===== src/rtl/pcileech_rst_seq_pkg.sv =====
// Shared types and defaults for the PCILeech reset sequencer.
package pcileech_rst_seq_pkg;

  // Phases of the reset sequence, in the order they are walked through.
  typedef enum logic [1:0] {
    HOLD    = 2'd0,
    RELEASE = 2'd1,
    RUN     = 2'd2
  } rst_seq_state_t;

  localparam int unsigned DEF_RST_CYCLES       = 64;
  localparam int unsigned DEF_SETTLE_CYCLES    = 8;
  localparam int unsigned DEF_BLINK_BIT        = 24;
  localparam int unsigned DEF_BLINK_WINDOW_BIT = 27;

  localparam logic [7:0]  SOFT_RST_COUNT_MAX   = 8'hFF;

  // Phase counter width: it must hold values up to max(a, b) - 1.
  function automatic int unsigned cnt_width(input int unsigned a, input int unsigned b);
    int unsigned m;
    m = (a > b) ? a : b;
    return (m < 2) ? 1 : $clog2(m);
  endfunction

endpackage


===== src/rtl/pcileech_rst_sync.sv =====
// Two-flop reset synchronizer: asserts asynchronously, releases on the
// second clock edge after the raw reset goes high.
module pcileech_rst_sync (
  input  logic clk_i,
  input  logic rst_n_i,
  output logic rst_n_o
);

  logic [1:0] sync_q;

  // Shift a one through two flops so that release is aligned to clk_i.
  always_ff @(posedge clk_i or negedge rst_n_i) begin
    if (!rst_n_i) begin
      sync_q <= 2'b00;
    end else begin
      sync_q <= {sync_q[0], 1'b1};
    end
  end

  assign rst_n_o = sync_q[1];

endmodule


===== src/rtl/pcileech_rst_seq.sv =====
// Power-on / soft-reset sequencer for the PCILeech top level.
// Releases the FT601 reset first, then the system reset after a settle gap.
// Optional macro PCILEECH_RST_SOFTRESET_EN enables soft_rst_req handling and
// the soft_rst_count counter; without it RUN is terminal until rst_n asserts.
module pcileech_rst_seq
  import pcileech_rst_seq_pkg::*;
#(
  parameter int unsigned PARAM_RST_CYCLES       = DEF_RST_CYCLES,
  parameter int unsigned PARAM_SETTLE_CYCLES    = DEF_SETTLE_CYCLES,
  parameter int unsigned PARAM_BLINK_BIT        = DEF_BLINK_BIT,
  parameter int unsigned PARAM_BLINK_WINDOW_BIT = DEF_BLINK_WINDOW_BIT
) (
  input  logic        clk,
  input  logic        rst_n,
  input  logic        soft_rst_req,
  output logic        rst,
  output logic        ft601_rst_n,
  output logic        led_pwronblink,
  output logic [63:0] tickcount64,
  output logic [7:0]  soft_rst_count
);

  localparam int unsigned      CNT_W       = cnt_width(PARAM_RST_CYCLES, PARAM_SETTLE_CYCLES);
  localparam logic [CNT_W-1:0] RST_LAST    = CNT_W'(PARAM_RST_CYCLES - 1);
  localparam logic [CNT_W-1:0] SETTLE_LAST = CNT_W'(PARAM_SETTLE_CYCLES - 1);

  logic             rst_n_s;
  rst_seq_state_t   state_q;
  logic [CNT_W-1:0] cnt_q;
  logic             rst_q;
  logic             ft_rst_n_q;
  logic [63:0]      tick_q;
  logic [63:0]      tick_d;
  logic             led_q;
  logic             led_d;
  logic             soft_req_w;

  pcileech_rst_sync u_rst_sync (
    .clk_i   (clk),
    .rst_n_i (rst_n),
    .rst_n_o (rst_n_s)
  );

  // The blink is derived from the next tick value so that it always lines up
  // with the tick count presented on the same cycle.
  assign tick_d = tick_q + 64'd1;
  assign led_d  = tick_d[PARAM_BLINK_BIT] & (tick_d[63:PARAM_BLINK_WINDOW_BIT] == '0);

`ifdef PCILEECH_RST_SOFTRESET_EN
  logic [7:0] soft_cnt_q;

  assign soft_req_w = soft_rst_req & (state_q == RUN);

  // Count accepted soft resets, holding at the top value instead of wrapping.
  always_ff @(posedge clk or negedge rst_n_s) begin
    if (!rst_n_s) begin
      soft_cnt_q <= 8'd0;
    end else if (soft_req_w && (soft_cnt_q != SOFT_RST_COUNT_MAX)) begin
      soft_cnt_q <= soft_cnt_q + 8'd1;
    end
  end

  assign soft_rst_count = soft_cnt_q;
`else
  logic unused_soft_rst_req;

  assign unused_soft_rst_req = soft_rst_req;
  assign soft_req_w          = 1'b0;
  assign soft_rst_count      = 8'd0;
`endif

  // Free-running tick counter and the power-on blink; a soft reset leaves both alone.
  always_ff @(posedge clk or negedge rst_n_s) begin
    if (!rst_n_s) begin
      tick_q <= 64'd0;
      led_q  <= 1'b0;
    end else begin
      tick_q <= tick_d;
      led_q  <= led_d;
    end
  end

  // Reset phase machine: hold both resets, release FT601, settle, then run.
  always_ff @(posedge clk or negedge rst_n_s) begin
    if (!rst_n_s) begin
      state_q    <= HOLD;
      cnt_q      <= '0;
      rst_q      <= 1'b1;
      ft_rst_n_q <= 1'b0;
    end else begin
      case (state_q)
        HOLD: begin
          if (cnt_q == RST_LAST) begin
            state_q    <= RELEASE;
            cnt_q      <= '0;
            ft_rst_n_q <= 1'b1;
          end else begin
            cnt_q <= cnt_q + CNT_W'(1);
          end
        end
        RELEASE: begin
          if (cnt_q == SETTLE_LAST) begin
            state_q <= RUN;
            cnt_q   <= '0;
            rst_q   <= 1'b0;
          end else begin
            cnt_q <= cnt_q + CNT_W'(1);
          end
        end
        RUN: begin
          if (soft_req_w) begin
            state_q    <= HOLD;
            cnt_q      <= '0;
            rst_q      <= 1'b1;
            ft_rst_n_q <= 1'b0;
          end
        end
        default: begin
          state_q    <= HOLD;
          cnt_q      <= '0;
          rst_q      <= 1'b1;
          ft_rst_n_q <= 1'b0;
        end
      endcase
    end
  end

  assign rst            = rst_q;
  assign ft601_rst_n    = ft_rst_n_q;
  assign led_pwronblink = led_q;
  assign tickcount64    = tick_q;

endmodule


===== config.mk =====
export PLATFORM = sky130hd
export DESIGN_NAME = pcileech_rst_seq
export DESIGN_NICKNAME = d
export VERILOG_FILES = /design/src/rtl/pcileech_rst_seq_pkg.sv /design/src/rtl/pcileech_rst_sync.sv /design/src/rtl/pcileech_rst_seq.sv
export SDC_FILE = /design/constraint.sdc
export NUM_CORES = 1
export LEC_CHECK = 0
export ABC_AREA = 1
export CORE_UTILIZATION = 45
export DETAILED_ROUTE_END_ITERATION = 12
export PLACE_DENSITY = 0.7
export SLEW_MARGIN = 10
export SYNTH_ARGS = -nofsm -noshare
export SYNTH_HDL_FRONTEND = slang
export SYNTH_SLANG_ARGS = --single-unit

===== constraint.sdc =====
create_clock -name clk -period 3.2 [get_ports clk]
set_input_delay 0.48 -clock clk [delete_from_list [all_inputs] [get_ports clk]]
set_output_delay 0.48 -clock clk [all_outputs]
set_load 0.01 [all_outputs]

==> impl_results.md <==
- Outcome: completed
- Leakage: 2.38 nW
- Share of the synthesized area in the top cell type: 42.5%
- Ant. Diodes: 0
- Commonest cells post-synth: 206 x nand2_1, 141 x nor2_1, 76 x dfrtp_1
- Clock Tree Buf Depth: 2
- Hold crit path type: primary input to asynchronous set/reset pin
- Synth Flop Type: dfrtp_1
- Sequential cell area fraction in the yosys report: 43.0%
- CTS sink cnt: 77
- Unique cell type count in the Yosys netlist: 30
- Clk pwr share: 47.3%
- First-pass GRT wire length: 20000 um
- Die width: just over 100 um
- Top Family by Delay on Critical Path: simple AND/OR/NAND/NOR gates
- CTS resizes: 0
- Clock transition at path regs: around 0.090 ns
- Pwr/cell area: 341 nW/um^2
- DRC: 0
- P&R area growth vs syn: 23.7%
- Critical Setup Path Class: register to register
- Syn_area_per_cell: 7.24 sq um
- Number of I/O pins: 78
- Clk root buf: clkbuf_8
- Critical Path Start Type: register
- Syn. warnings: 0
- Max-slew violation count: 0
- Core area: approximately 9700 sq um
- Fin cells: 836
- Post-route ant nets: 0
- Post-layout min period: between 2 and 2.5 ns
- DP Wirelength: 9820 um
- Htree depth: 3
- Share of cells above drive strength 1: between 6 and 7%
- Final Cycle Share: 73.9%
- Starting Density: 46.0%
- Worst EP required: between 3 and 4 ns
- Hold_buf cts: 0
- Int Pwr: about 1.5 mW
- Fill count: 948
- Total power: ~1.9 mW
- All-Layer GR Usage: a little over a quarter
- Skew final: about 0.011 ns
- Total length of routed wires: about 12000 um
- Synthesized netlist cell count: 619
- Vias/cell: 4.88
- DR iter-0 viols: 301
- EDFF count, synth: 0
- GPL Wtd Cong: 0.980
- Setup TNS: 0 ns
- Seq pwr share: 51.5%
- DR WL/cell: 14.7 um
- Total grt overflow: 0
- DP Cell Count: 820
- Die Y-Extent: 102 um
- Synthesis-stage register bit count: 77
- Most common cell in the netlist: nand2_1
- Slew @ Worst Pin: 0.914 ns
- Ys async rst share: 100%
- Hold Vio Cnt, Final: 0
- Std-Cell Rows: 36
- Die area: 10400 sq um
- Sw Share: a little over a fifth
- Number of buffers created by CTS: 9
- Routed via count: 4078
- Crit-path max FO: 4
- Data arrival time of the critical path: 2.67 ns
- Yosys top cell by area: dfrtp_1
- Setup Viol. Count Final: 0
- Skew-Pair Late Insertion Delay: between 0.3 and 0.4 ns
- Port-buffer cells: between 60 and 70
- Comb pwr share: around 1.3%
- Initial antenna violation count: 0
- Largest net degree at the start of global routing: 76
- Sw power: 397 uW
- Worst path max stage delay: 0.42 ns
- Cells along the critical path: nand2_1 -> nor2_2 -> nand2_1 -> nor2_1 -> nand3_1 -> nand2_1 -> nand3_1 -> nor2_1 -> nand2_1 -> nor2_1 -> nand3_1 -> nor2_1
- Cell area after synthesis: around 4500 sq um
- Nets@finish: 706
- Setup bufs post-CTS: 0
- Crit path buffers/inverters: 0
- IR drop worst, VDD: 0.208 mV
- Max-capacitance violation count: 0
- CP endpoint kind: register
- Rel. slew slack: 39.1%
- CTS tree: built
- Top cells by area, synth: dfrtp_1 42%, nand2_1 17%, nor2_1 12%
- RSZ-0062 raised after global routing: no
- Fmax: 0.423 GHz
- CP max stage cell: dfrtp_1
- DRT Pass-1 Iters: 5
- Vias in the first global route: around 3900
kinds of logic (layout without fill, tap and decap cells):
group	Yosys count	in the layout	synth area share, %
flops	77	77	43.0
fa+ha+maj	5	5	1.40
buf+inv	60	137	5.70
compound gates	25	25	3.21
simple gates	409	409	38.5
other cells	2	9	0.168
xor+xnor	41	41	8.02
per-layer routing:
metal	vias to the layer above	global-route usage (%)	share of wire (%)	routed length [um]
li1	2050	-	-	-
met1	1906	37.6	48	5860
met2	102	39.6	45	5500
met3	20	2.97	5.0	614
met4	0	11.4	2.2	273
met5	-	0	0	0
flip-flops by register name (all words and copies together), names as in the netlist:
name	flops
cnt_q	6
ft601_rst_n	1
led_pwronblink	1
rst	1
state_q	2
tickcount64	64
u_rst_sync.sync_q	2
power groups by stage:
stage               clock network, mW  logic, mW  registers, mW
floorplan                           0     0.0114           1.01
global route                    0.946     0.0296          0.974
detailed placement                  0     0.0255          0.993
global placement                    0     0.0249          0.993
finish                          0.894     0.0238          0.974
CTS                             0.906     0.0254          0.974
cell type report:
class / instances / area, sq um / share of cell area (%)
sequential: 77 / 1930 / 34.8
timing repair buffer: 69 / 688 / 12.4
clock buffer: 10 / 128 / 2.30
tap: 133 / 166 / 3.00
multi-input combinational: 489 / 2320 / 41.9
inverter: 52 / 195 / 3.52
clock inverter: 6 / 113 / 2.03
placed cells by master, fill, tap and decap left out, drive strengths merged:
cell type | Yosys | layout
o21bai | 1 | 1
o41ai | 1 | 1
clkdlybuf4s50 | 0 | 68
nand3b | 5 | 5
xor2 | 21 | 21
xnor2 | 20 | 20
clkinv | 0 | 3
inv | 52 | 52
o21ai | 13 | 13
nor2 | 157 | 157
nand4 | 4 | 4
buf | 8 | 1
a21oi | 6 | 6
and2 | 1 | 1
a32o | 1 | 1
dfrtp | 76 | 76
nor3 | 1 | 1
nand2 | 217 | 217
a31oi | 1 | 1
bufinv | 0 | 3
conb | 2 | 9
nand3 | 24 | 24
clkbuf | 0 | 10
dfstp | 1 | 1
o22a | 1 | 1
o31ai | 1 | 1
ha | 5 | 5
worst reg2reg max path, stage by stage (launching register included):
cell     delay (ns)
dfrtp_1        0.42
nand2_1        0.12
nor2_2         0.25
nand2_1        0.14
nor2_1         0.34
nand3_1        0.13
nand2_1        0.11
nand3_1        0.12
nor2_1         0.18
nand2_1        0.07
nor2_1         0.18
nand3_1        0.14
nor2_1         0.10
final timing paths:
check / start / end / slack (ns) / cells after the start
min: rst_n / u_rst_sync.sync_q[0] / 0.26 / 1
max in group asynchronous: u_rst_sync.sync_q[1] / tickcount64[44] / 2.12 / 1
min in group clk: u_rst_sync.sync_q[0] / u_rst_sync.sync_q[1] / 0.36 / 0
max reg2reg: tickcount64[17] / led_pwronblink / 0.84 / 12
min reg2reg: u_rst_sync.sync_q[0] / u_rst_sync.sync_q[1] / 0.36 / 0
max: tickcount64[17] / led_pwronblink / 0.84 / 12
metrics by stage:
step	hold slack (ns)	utilization, %	setup WS [ns]	cell area [sq um]
4_1_cts	0.251	57.0	0.879	5540
5_1_grt	0.256	57.0	0.554	5540
2_1_floorplan	0.184	-	0.899	4510
3_5_place_dp	0.344	54.5	0.909	5300
3_3_place_gp	0.339	54.5	0.906	5300
6_report	0.258	57.0	0.835	5540
Power figures use the tool's default switching activity.
